[src/rtl/clint_tmr_sched_pkg.sv]
`default_nettype none
// ============================================================================
//  Module      : clint_tmr_sched_pkg
//  Description : Shared types and constants for the CLINT timer scheduler:
//                FSM state encoding, CLINT word offsets, disabled compare value.
//  Revision    : 1.0 - initial release
// ============================================================================
package clint_tmr_sched_pkg;

    typedef enum logic [3:0] {
        ST_IDLE      = 4'd0,
        ST_WR_LO_MAX = 4'd1,
        ST_WR_HI     = 4'd2,
        ST_WR_LO     = 4'd3,
        ST_SETTLE    = 4'd4,
        ST_RD_HI0    = 4'd5,
        ST_RD_LO     = 4'd6,
        ST_RD_HI1    = 4'd7,
        ST_EXPIRE    = 4'd8
    } state_e;

    // Word offsets inside the CLINT timer window
    localparam logic [29:0] MTIME_LO    = 30'd4;
    localparam logic [29:0] MTIME_HI    = 30'd5;
    localparam logic [29:0] MTIMECMP_LO = 30'd6;
    localparam logic [29:0] MTIMECMP_HI = 30'd7;

    // Compare value that can never fire; also the "nothing armed" target
    localparam logic [63:0] CMP_DISABLED = 64'hFFFF_FFFF_FFFF_FFFF;

    // Byte address of a CLINT register given its word offset
    function automatic logic [31:0] clint_addr(input logic [31:0] base,
                                               input logic [29:0] word_idx);
        return base + {word_idx, 2'b00};
    endfunction

endpackage
`default_nettype wire

[src/rtl/clint_tmr_min_tree.sv]
`default_nettype none
// ============================================================================
//  Module      : clint_tmr_min_tree
//  Description : Combinational minimum over the armed entries of the deadline
//                table. Returns CMP_DISABLED when nothing is armed.
//  Revision    : 1.0 - initial release
// ============================================================================
module clint_tmr_min_tree
    import clint_tmr_sched_pkg::*;
#(
    parameter int N_CH = 4
) (
    input  logic [N_CH-1:0]       armed_i,
    input  logic [N_CH-1:0][63:0] deadline_i,
    output logic [63:0]           min_o
);

    // Ordered fold; the strict compare keeps the lowest index on equal values
    always_comb begin
        min_o = CMP_DISABLED;
        for (int i = 0; i < N_CH; i++) begin
            if (armed_i[i] && (deadline_i[i] < min_o)) begin
                min_o = deadline_i[i];
            end
        end
    end

endmodule
`default_nettype wire

[src/rtl/clint_tmr_sched.sv]
`default_nettype none
// ============================================================================
//  Module      : clint_tmr_sched
//  Description : Multiplexes N_CH one-shot timer channels onto the single CLINT
//                mtimecmp comparator. Programs the earliest armed deadline and,
//                on the timer interrupt, snapshots mtime and retires every
//                expired channel.
//  Revision    : 1.0 - initial release
// ============================================================================
module clint_tmr_sched
    import clint_tmr_sched_pkg::*;
#(
    parameter int          N_CH       = 4,
    parameter logic [31:0] CLINT_BASE = 32'h0,
    localparam int         CH_W       = (N_CH > 1) ? $clog2(N_CH) : 1
) (
    input  logic            clk_i,
    input  logic            rstn_i,
    input  logic            arm_valid_i,
    output logic            arm_ready_o,
    input  logic [CH_W-1:0] arm_ch_i,
    input  logic [63:0]     arm_deadline_i,
    input  logic [N_CH-1:0] cancel_i,
    output logic [N_CH-1:0] expired_o,
    output logic [N_CH-1:0] armed_o,
    output logic            busy_o,
    output logic            reg_en_o,
    output logic            reg_we_o,
    output logic [31:0]     reg_addr_o,
    output logic [31:0]     reg_wdata_o,
    input  logic [31:0]     reg_rdata_i,
    input  logic            reg_ready_i,
    input  logic            irq_timer_i
);

    state_e                state_q, state_d;
    logic [N_CH-1:0][63:0] deadline_q, deadline_d;
    logic [N_CH-1:0]       armed_q, armed_d;
    logic                  dirty_q, dirty_d;
    logic [63:0]           prog_cmp_q, prog_cmp_d;
    logic                  rd_pend_q, rd_pend_d;
    logic [31:0]           hi0_q, hi0_d;
    logic [31:0]           lo_q, lo_d;
    logic [63:0]           snap_q, snap_d;
    logic                  arm_ready_q, arm_ready_d;

    logic [63:0]           w_target;
    logic [N_CH-1:0]       w_expire;
    logic                  w_arm_fire;

    clint_tmr_min_tree #(
        .N_CH       (N_CH)
    ) u_min_tree (
        .armed_i    (armed_q),
        .deadline_i (deadline_q),
        .min_o      (w_target)
    );

    // Channels whose deadline lies strictly before the mtime snapshot
    for (genvar i = 0; i < N_CH; i++) begin : g_expire
        assign w_expire[i] = armed_q[i] && (deadline_q[i] < snap_q);
    end

    assign arm_ready_o = arm_ready_q;
    assign armed_o     = armed_q;
    assign busy_o      = (state_q != ST_IDLE);
    assign w_arm_fire  = arm_valid_i && arm_ready_q;

    // Next-state, table update and CLINT bus outputs
    always_comb begin
        state_d     = state_q;
        deadline_d  = deadline_q;
        armed_d     = armed_q;
        dirty_d     = dirty_q;
        prog_cmp_d  = prog_cmp_q;
        rd_pend_d   = rd_pend_q;
        hi0_d       = hi0_q;
        lo_d        = lo_q;
        snap_d      = snap_q;
        reg_en_o    = 1'b0;
        reg_we_o    = 1'b0;
        reg_addr_o  = 32'h0;
        reg_wdata_o = 32'h0;
        expired_o   = '0;

        case (state_q)
            ST_IDLE: begin
                // A pending reprogram is served first: right after EXPIRE the
                // interrupt is still high against the stale compare value, and
                // servicing it again would never let the new target go out.
                if (irq_timer_i && !dirty_q) begin
                    rd_pend_d = 1'b0;
                    state_d   = ST_RD_HI0;
                end else if (dirty_q) begin
                    prog_cmp_d = w_target;
                    dirty_d    = 1'b0;
                    state_d    = ST_WR_LO_MAX;
                end
            end
            // Parking lo at all-ones first avoids a transient early match
            ST_WR_LO_MAX: begin
                reg_en_o    = 1'b1;
                reg_we_o    = 1'b1;
                reg_addr_o  = clint_addr(CLINT_BASE, MTIMECMP_LO);
                reg_wdata_o = 32'hFFFF_FFFF;
                if (reg_ready_i) state_d = ST_WR_HI;
            end
            ST_WR_HI: begin
                reg_en_o    = 1'b1;
                reg_we_o    = 1'b1;
                reg_addr_o  = clint_addr(CLINT_BASE, MTIMECMP_HI);
                reg_wdata_o = prog_cmp_q[63:32];
                if (reg_ready_i) state_d = ST_WR_LO;
            end
            ST_WR_LO: begin
                reg_en_o    = 1'b1;
                reg_we_o    = 1'b1;
                reg_addr_o  = clint_addr(CLINT_BASE, MTIMECMP_LO);
                reg_wdata_o = prog_cmp_q[31:0];
                if (reg_ready_i) state_d = ST_SETTLE;
            end
            ST_SETTLE: begin
                state_d = ST_IDLE;
            end
            ST_RD_HI0: begin
                if (rd_pend_q) begin
                    hi0_d     = reg_rdata_i;
                    rd_pend_d = 1'b0;
                    state_d   = ST_RD_LO;
                end else begin
                    reg_en_o   = 1'b1;
                    reg_addr_o = clint_addr(CLINT_BASE, MTIME_HI);
                    if (reg_ready_i) rd_pend_d = 1'b1;
                end
            end
            ST_RD_LO: begin
                if (rd_pend_q) begin
                    lo_d      = reg_rdata_i;
                    rd_pend_d = 1'b0;
                    state_d   = ST_RD_HI1;
                end else begin
                    reg_en_o   = 1'b1;
                    reg_addr_o = clint_addr(CLINT_BASE, MTIME_LO);
                    if (reg_ready_i) rd_pend_d = 1'b1;
                end
            end
            ST_RD_HI1: begin
                if (rd_pend_q) begin
                    rd_pend_d = 1'b0;
                    // hi moved under us: lo may belong to either epoch
                    if (reg_rdata_i != hi0_q) begin
                        state_d = ST_RD_HI0;
                    end else begin
                        snap_d  = {reg_rdata_i, lo_q};
                        state_d = ST_EXPIRE;
                    end
                end else begin
                    reg_en_o   = 1'b1;
                    reg_addr_o = clint_addr(CLINT_BASE, MTIME_HI);
                    if (reg_ready_i) rd_pend_d = 1'b1;
                end
            end
            ST_EXPIRE: begin
                expired_o = w_expire;
                armed_d   = armed_q & ~w_expire;
                dirty_d   = 1'b1;
                state_d   = ST_IDLE;
            end
            default: begin
                state_d = ST_IDLE;
            end
        endcase

        // Client updates land after the FSM so they override its dirty clear
        if (|cancel_i) begin
            armed_d = armed_d & ~cancel_i;
            dirty_d = 1'b1;
        end
        if (w_arm_fire) begin
            armed_d[arm_ch_i]    = 1'b1;
            deadline_d[arm_ch_i] = arm_deadline_i;
            dirty_d              = 1'b1;
        end
    end

    // Arms are refused for the single EXPIRE cycle so retirement sees a stable table
    assign arm_ready_d = (state_d != ST_EXPIRE);

    // State and table registers
    always_ff @(posedge clk_i or negedge rstn_i) begin
        if (!rstn_i) begin
            state_q     <= ST_IDLE;
            deadline_q  <= {N_CH{CMP_DISABLED}};
            armed_q     <= '0;
            dirty_q     <= 1'b1;
            prog_cmp_q  <= CMP_DISABLED;
            rd_pend_q   <= 1'b0;
            hi0_q       <= 32'h0;
            lo_q        <= 32'h0;
            snap_q      <= 64'h0;
            arm_ready_q <= 1'b0;
        end else begin
            state_q     <= state_d;
            deadline_q  <= deadline_d;
            armed_q     <= armed_d;
            dirty_q     <= dirty_d;
            prog_cmp_q  <= prog_cmp_d;
            rd_pend_q   <= rd_pend_d;
            hi0_q       <= hi0_d;
            lo_q        <= lo_d;
            snap_q      <= snap_d;
            arm_ready_q <= arm_ready_d;
        end
    end

endmodule
`default_nettype wire

[config.mk]
export PLATFORM = sky130hd
export DESIGN_NAME = clint_tmr_sched
export DESIGN_NICKNAME = d
export VERILOG_FILES = /design/src/rtl/clint_tmr_sched_pkg.sv /design/src/rtl/clint_tmr_min_tree.sv /design/src/rtl/clint_tmr_sched.sv
export SDC_FILE = /design/constraint.sdc
export NUM_CORES = 2
export LEC_CHECK = 0
export CAP_MARGIN = 15
export CORE_ASPECT_RATIO = 2
export CORE_MARGIN = 2
export CORE_UTILIZATION = 45
export CTS_BUF_LIST = sky130_fd_sc_hd__clkbuf_16
export DETAILED_ROUTE_END_ITERATION = 8
export SLEW_MARGIN = 20
export SYNTH_ARGS = -nofsm -noshare
export SYNTH_HDL_FRONTEND = slang
export SYNTH_SLANG_ARGS = --single-unit
[constraint.sdc]
create_clock -name clk_i -period 15 [get_ports clk_i]
set_clock_uncertainty 0.15 [all_clocks]
set_input_delay 2.25 -clock clk_i [delete_from_list [all_inputs] [get_ports clk_i]]
set_output_delay 2.25 -clock clk_i [all_outputs]
set_load 0.02 [all_outputs]
# Word-level counts from Yosys, hierarchy flattened
# Index checks and enable logic that the tools add are counted.
word_totals:
  inputBits: 107
  out_inout_bits: 76
  register_bits: 459
op_classes:
  n_lt_le_gt_ge: 10
  n_eq_ne: 11
  n_mux: 38
  reduce_logical: 27
  bitwise_logic: 7
op_table:
  columns: ["operator", "n"]
  rows:
  - ["64-bit < comparator", 7]
  - ["64-bit two-way mux", 5]
  - ["256-bit bitwise mux", 1]
  - ["64-bit demux with 2-bit select", 1]
  - ["32-bit one-hot mux with 3 select lines", 1]
  - ["64-bit < comparator (second input constant)", 1]
  - ["4-bit two-way mux", 13]
  - ["32-bit != test", 1]
  - ["4-bit one-hot mux with 7 select lines", 1]
  - ["5-bit one-hot mux with 4 select lines", 1]
  - ["4-bit by 3-bit == test with 1-bit output (second input constant)", 3]
  - ["1-bit logical AND", 11]
  - ["5-bit two-way mux", 2]
  - ["1-bit two-way mux", 9]
  - ["4-bit AND", 2]
  - ["4-bit by 2-bit == test with 1-bit output (second input constant)", 2]
  - ["4-bit != test (second input constant)", 2]
  - ["4-bit NOT", 2]
  - ["2-bit AND reduction", 4]
  - ["4-bit nonzero test", 2]
  - ["1-bit one-hot mux with 2 select lines", 3]
  - ["3-bit AND reduction", 2]
  - ["3-bit OR reduction", 2]
  - ["4-bit by 1-bit == test with 1-bit output (second input constant)", 1]
  - ["12 further kinds", 14]

# Logic depth before layout (Yosys ltp)
depth:
  word_depth: 12
  ltp_mapped: 42

# Hierarchy
# Synthesis repeated with hierarchy kept, for this count alone.
hier_totals:
  hier_cells: 2930
  hier_area_um2: 32008.2
by_module_without_submodules:
  columns: ["mod", "n_inst", "cells_each", "seq_area_each_um2", "area_each_um2"]
  rows:
  - ["clint_tmr_sched", 1, 1907, 11887.7, 24328.3]
  - ["clint_tmr_min_tree", 1, 1023, 0.0, 7679.9]

# Worst setup path after synthesis
# No wires, ideal clock.
synth_timing:
  kind: "register to register"
  startpoint: "reg deadline_q[52] (netlist bit)"
  endpoint: "reg prog_cmp_q[33]"
  path_slack_ns: 5.341
  arrival_time_ns: 9.437
  path_buffers: 8
  t_required_ns: 14.778
  path_stages_with_launch: 43
  period_less_slack_ns: 9.659
  cell_sequence: "dfstp_2 -> nand4_1 -> or4_1 -> o41ai_4 -> clkbuf_1 -> nor2_1 -> ha_1 -> nand4_1 -> nor4_1 -> nand2_1 -> or3b_1 -> nor4b_1 -> nand2_2 -> clkbuf_1 -> clkbuf_1 -> nand2_1 -> o21ai_0 -> ha_1 -> (+7 left out) -> o21ai_1 -> buf_4 -> buf_6 -> mux2_1 -> ha_1 -> nand4_1 -> nor4_1 -> nand2_1 -> nor4_1 -> a21oi_1 -> o211ai_1 -> a21o_1 -> or2_2 -> clkbuf_1 -> clkbuf_1 -> clkbuf_1 -> a21oi_1 -> o21ai_1"
synth_via:
  elab_chain_cells: 12
synth_lines:
  columns: ["item", "line_no", "rtl"]
  rows:
  - ["start, declared", "clint_tmr_sched.sv:37", "logic [N_CH-1:0][63:0] deadline_q, deadline_d;"]
  - ["start signal, assigned", "clint_tmr_sched.sv:193", "deadline_q <= {N_CH{CMP_DISABLED}};"]
  - ["start signal, assigned", "clint_tmr_sched.sv:204", "deadline_q <= deadline_d;"]
  - ["64-bit < comparator", "clint_tmr_min_tree.sv:22", "if (armed_i[i] && (deadline_i[i] < min_o)) begin"]
  - ["1-bit logical AND", "clint_tmr_min_tree.sv:22", null]
  - ["64-bit two-way mux *", "clint_tmr_min_tree.sv:22", null]
  - ["64-bit < comparator", "clint_tmr_min_tree.sv:22", null]
  - ["1-bit logical AND", "clint_tmr_min_tree.sv:22", null]
  - ["64-bit two-way mux *", "clint_tmr_min_tree.sv:22", null]
  - ["64-bit < comparator", "clint_tmr_min_tree.sv:22", null]
  - ["1-bit logical AND", "clint_tmr_min_tree.sv:22", null]
  - ["64-bit two-way mux *", "clint_tmr_min_tree.sv:22", null]
  - ["64-bit < comparator", "clint_tmr_min_tree.sv:22", null]
  - ["1-bit logical AND", "clint_tmr_min_tree.sv:22", null]
  - ["64-bit two-way mux *", "clint_tmr_min_tree.sv:22", null]
  - ["end signal, assigned", "clint_tmr_sched.sv:207", "prog_cmp_q <= prog_cmp_d;"]
  - ["end, declared", "clint_tmr_sched.sv:40", "logic [63:0] prog_cmp_q, prog_cmp_d;"]
# Mark *: on every way between the ends. The rest lies on a longest branch, timed or not.
# A chain may end at the register's enable or synchronous reset.

# Worst setup path after layout
layout_timing:
  startpoint: "reg deadline_q[57] (netlist bit)"
  endpoint: "reg prog_cmp_q[47]"
# Same word-level chain as after synthesis.

==> results by group <==
GRT
  – First-pass GRT wire length: 177000 um
  – GR met2 Demand/Resource: 61.6%
  – Largest net degree at the start of global routing: 139
  – GR Util met3: 5.32%
  – GRT Resource Usage Total: 34.6%
  – Vias in the first global route: 26.1k
  – Grt total ovfl: 0
  – GR Util met1: 32.4%
  – Initial antenna violation count: 1
  – Grt peak-use layer: met2

Place
  – Pre-CTS WS: 1740 ps
  – Dpl cell area: 33700 um2
  – Post-DP HPWL: 97600 um
  – PortBufs: 153
  – DP Cell Count: 3998
  – Placer Congestion: 1.04

Pwr
  – Psw: 2.11 mW
  – Static Leak: 16.7 nW
  – Switch share: 39.6%
  – Worst vdd ir: 112 uV
  – Clock power share: 22.2%
  – Comb power frac: 37.9%
  – Sequential share of power: 39.8%
  – Total power: 5.31 mW
  – Power Density: 151 nW/um2
  – Int Pwr: 3.21 mW

Synth
  – Count of cell types in the netlist: 71
  – Synth top area cells: dfstp_2 (27%), ha_1 (17%), mux2_2 (12%)
  – Fraction of registers with async set/reset: 100%
  – Top cell type by total area after synthesis: dfstp_2
  – Mapped cell area: 31300 um2
  – Adder-cell share of the synthesized area: 17.5%
  – FF+latch count, synth: 459
  – Post-synth EDFFs: 0
  – Combinational family with the most area after synthesis: adder cells
  – Xor and xnor area share after synthesis: 0.922%
  – Mapped Cells: 3044
  – Mux contribution to synthesized area: 14.3%
  – Top cell type's share of synthesized area: 26.9%
  – Sequential cell area fraction in the yosys report: 37.9%
  – Avg Inst Size Synth: 10.3 um2
  – Simple-gate share of the synthesized area: 10.3%
  – Synth Area in Compound Gates: 14.9%
  – Ys flop type: dfstp_2
  – Ys Warns: 0

Hold path
  – Worst Hold Class: flop to flop

Die
  – Die height: 377 um
  – Die ar.: 71900 um2
  – Initial Utilization: 45.5%
  – Rows: 136
  – Num ports: 183
  – Core Box Area: 68900 um2
  – Width of the die: 191 um

Timing
  – Worst-Margin Slew: 1070 ps
  – RSZ-0062 raised after global routing: false
  – Final worst setup slack: 1480 ps
  – Final Max Tran Viols: 0
  – TNS Setup: 0 ps
  – FMAX: 0.0740 GHz
  – Min Hold Slack: 313 ps
  – Final min period: 13520 ps
  – Max-Slew Margin vs Limit: 28.4%
  – Count of final setup violators: 0
  – Final Cycle Share: 90.1%
  – Final Hold Fails: 0

Worst setup path
  – CP Class: flop to flop
  – CP peak stage delay: 800 ps
  – Setup crit start kind: flop
  – CP delay by family, top: simple AND/OR/NAND/NOR gates
  – CP max stage cell: nor4_1
  – Setup crit end kind: flop
  – Critical Path Fanout Max: 99
  – Buffer and inverter count on the worst path: 5
  – Arrival @ worst endpoint: 13920 ps
  – WP data required: 15410 ps

Drt
  – Final ANT Viol Nets: 0
  – Remaining DRCs: 0
  – Avg WL per Cell: 30.5 um
  – First-pass DRT Iterations: 5
  – Vias: 25.4k
  – Iteration-0 DRC Markers: 1521
  – Via/cell ratio: 6.22
  – Detailed Route WL: 124000 um

Layout
  – Nets: 3693
  – Finished Cell Area: 35200 um2
  – Layout cell share with drive strength beyond 1: 26.1%
  – Layout overhead on the synthesized area: 12.3%
  – Fin cells: 4082
  – Multi-input gate area: 18400 um2
  – Register area: 11900 um2
  – Post-layout util: 51.1%
  – Fillers: 6254

Clock network
  – Clk_lat worst skew: 640 ps
  – TritonCTS Buffers: 45
  – Cells resized by post-CTS repair: 0
  – CTS tree: done
  – Root buf cell: clkbuf_16
  – Max clock buf depth: 3
  – Hold-fix buffers at CTS: 0
  – Clock sink total: 459
  – Clock-pin slew on the worst setup and hold paths: 70 ps
  – Setup bufs post-CTS: 0
  – H-tree depth: 2

Run status
  – Status: complete, no violations

Flow run
  – Max Cap Viol: 0
[cell usage in the layout (no fill, tap or decap), drive strengths merged, types with 39 or more instances in the layout]
cell	instances
o21ai	253
a31o	63
clkbuf	46
nand2	242
a21oi	193
buf	39
a21o	143
mux2	384
dfrtp	138
inv	146
clkdlybuf4s50	152
nor2	147
nand4	109
nor3	51
ha	438
dfstp	321
[path summary, 6_finish.rpt]
check	startpoint	end	slack, ps	cells after the start
max in group asynchronous	rstn_i	hi0_q[18]$_DFFE_PN0P_	10350	4
worst min-delay path	prog_cmp_q[1]$_DFFE_PN1P_	prog_cmp_q[1]$_DFFE_PN1P_	310	2
worst max register to register	deadline_q[57]$_DFFE_PN1P_	prog_cmp_q[47]$_DFFE_PN1P_	1480	37
worst min register to register	prog_cmp_q[1]$_DFFE_PN1P_	prog_cmp_q[1]$_DFFE_PN1P_	310	2
worst max-delay path	deadline_q[57]$_DFFE_PN1P_	prog_cmp_q[47]$_DFFE_PN1P_	1480	37
min in group asynchronous	rstn_i	deadline_q[90]$_DFFE_PN1P_	1840	1
[cell families after synthesis]
family | after synthesis
AO/OA/AOI/OAI | 749
XOR/XNOR | 33
adder cells (fa/ha/maj) | 439
buffers and inverters | 297
flip-flops | 459
multiplexers | 387
other | 1
AND/OR/NAND/NOR | 679
[registers in the layout, summed over array words and instances, names as in the netlist]
signal and count:
state_q 4, armed_o 4, prog_cmp_q 64, snap_q 64, hi0_q 32, arm_ready_o 1, dirty_q 1, deadline_q 256
lo_q 32, rd_pend_q 1
[cells in the mapped netlist, types with 5 or more instances]
cell type and instances:
a2111oi_0 9, a211oi_1 18, a21o_1 143, a21oi_1 193
a31o_1 58, a31o_2 5, and3_1 5, and4_1 5
buf_2 7, buf_4 31, buf_6 6, clkbuf_1 115
dfrtp_1 138, dfstp_2 321, ha_1 438, inv_1 135
mux2_1 9, mux2_2 341, mux2_4 34, nand2_1 241
nand2b_1 27, nand3_1 16, nand3b_1 5, nand4_1 109
nor2_1 147, nor2b_1 26, nor3_1 51, nor4_1 16
o2111ai_1 6, o211ai_1 15, o21a_1 10, o21ai_0 188
o21ai_1 65, or2_2 10, or4_1 8, xnor2_1 29
[metal layers]
metal	up-vias	routed length [um]	part of all wire (%)
met1	12600	39200	31
met3	475	6250	5.0
li1	11300	-	-
met5	-	13	0.010
met4	2	15900	13
met2	1019	63200	51
[worst register-to-register path: cells and delay by family (launching register included)]
| kind | cells | cell delay (ps) |
|---|---|---|
| AND/OR/NAND/NOR | 12 | 4970 |
| flip-flops | 1 | 610 |
| buffers and inverters | 5 | 1880 |
| AO/OA/AOI/OAI | 16 | 4510 |
| multiplexers | 1 | 340 |
| adder cells (fa/ha/maj) | 3 | 990 |
[power by group through the flow]
stage                     Clock, mW  Sequential (mW)  Combinational (mW)
final                          1.18             2.12                2.02
after CTS                      1.20             2.10                2.00
after global placement            0             2.11                1.94
after detailed placement          0             2.12                1.99
after floorplan                   0             1.90                1.31
after global routing           1.25             2.13                2.18
[area by class of cell]
| class | count | share of cell area [%] |
|---|---|---|
| Multi-Input combinational cell | 2316 | 52.2 |
| Sequential cell | 459 | 33.8 |
| Timing Repair Buffer | 191 | 5.28 |
| Clock buffer | 46 | 3.27 |
| Tap cell | 897 | 3.19 |
| Inverter | 135 | 1.44 |
| Clock inverter | 37 | 0.896 |
| Antenna cell | 1 | 0.00711 |
Note: power is estimated with default switching activity, not from simulation.
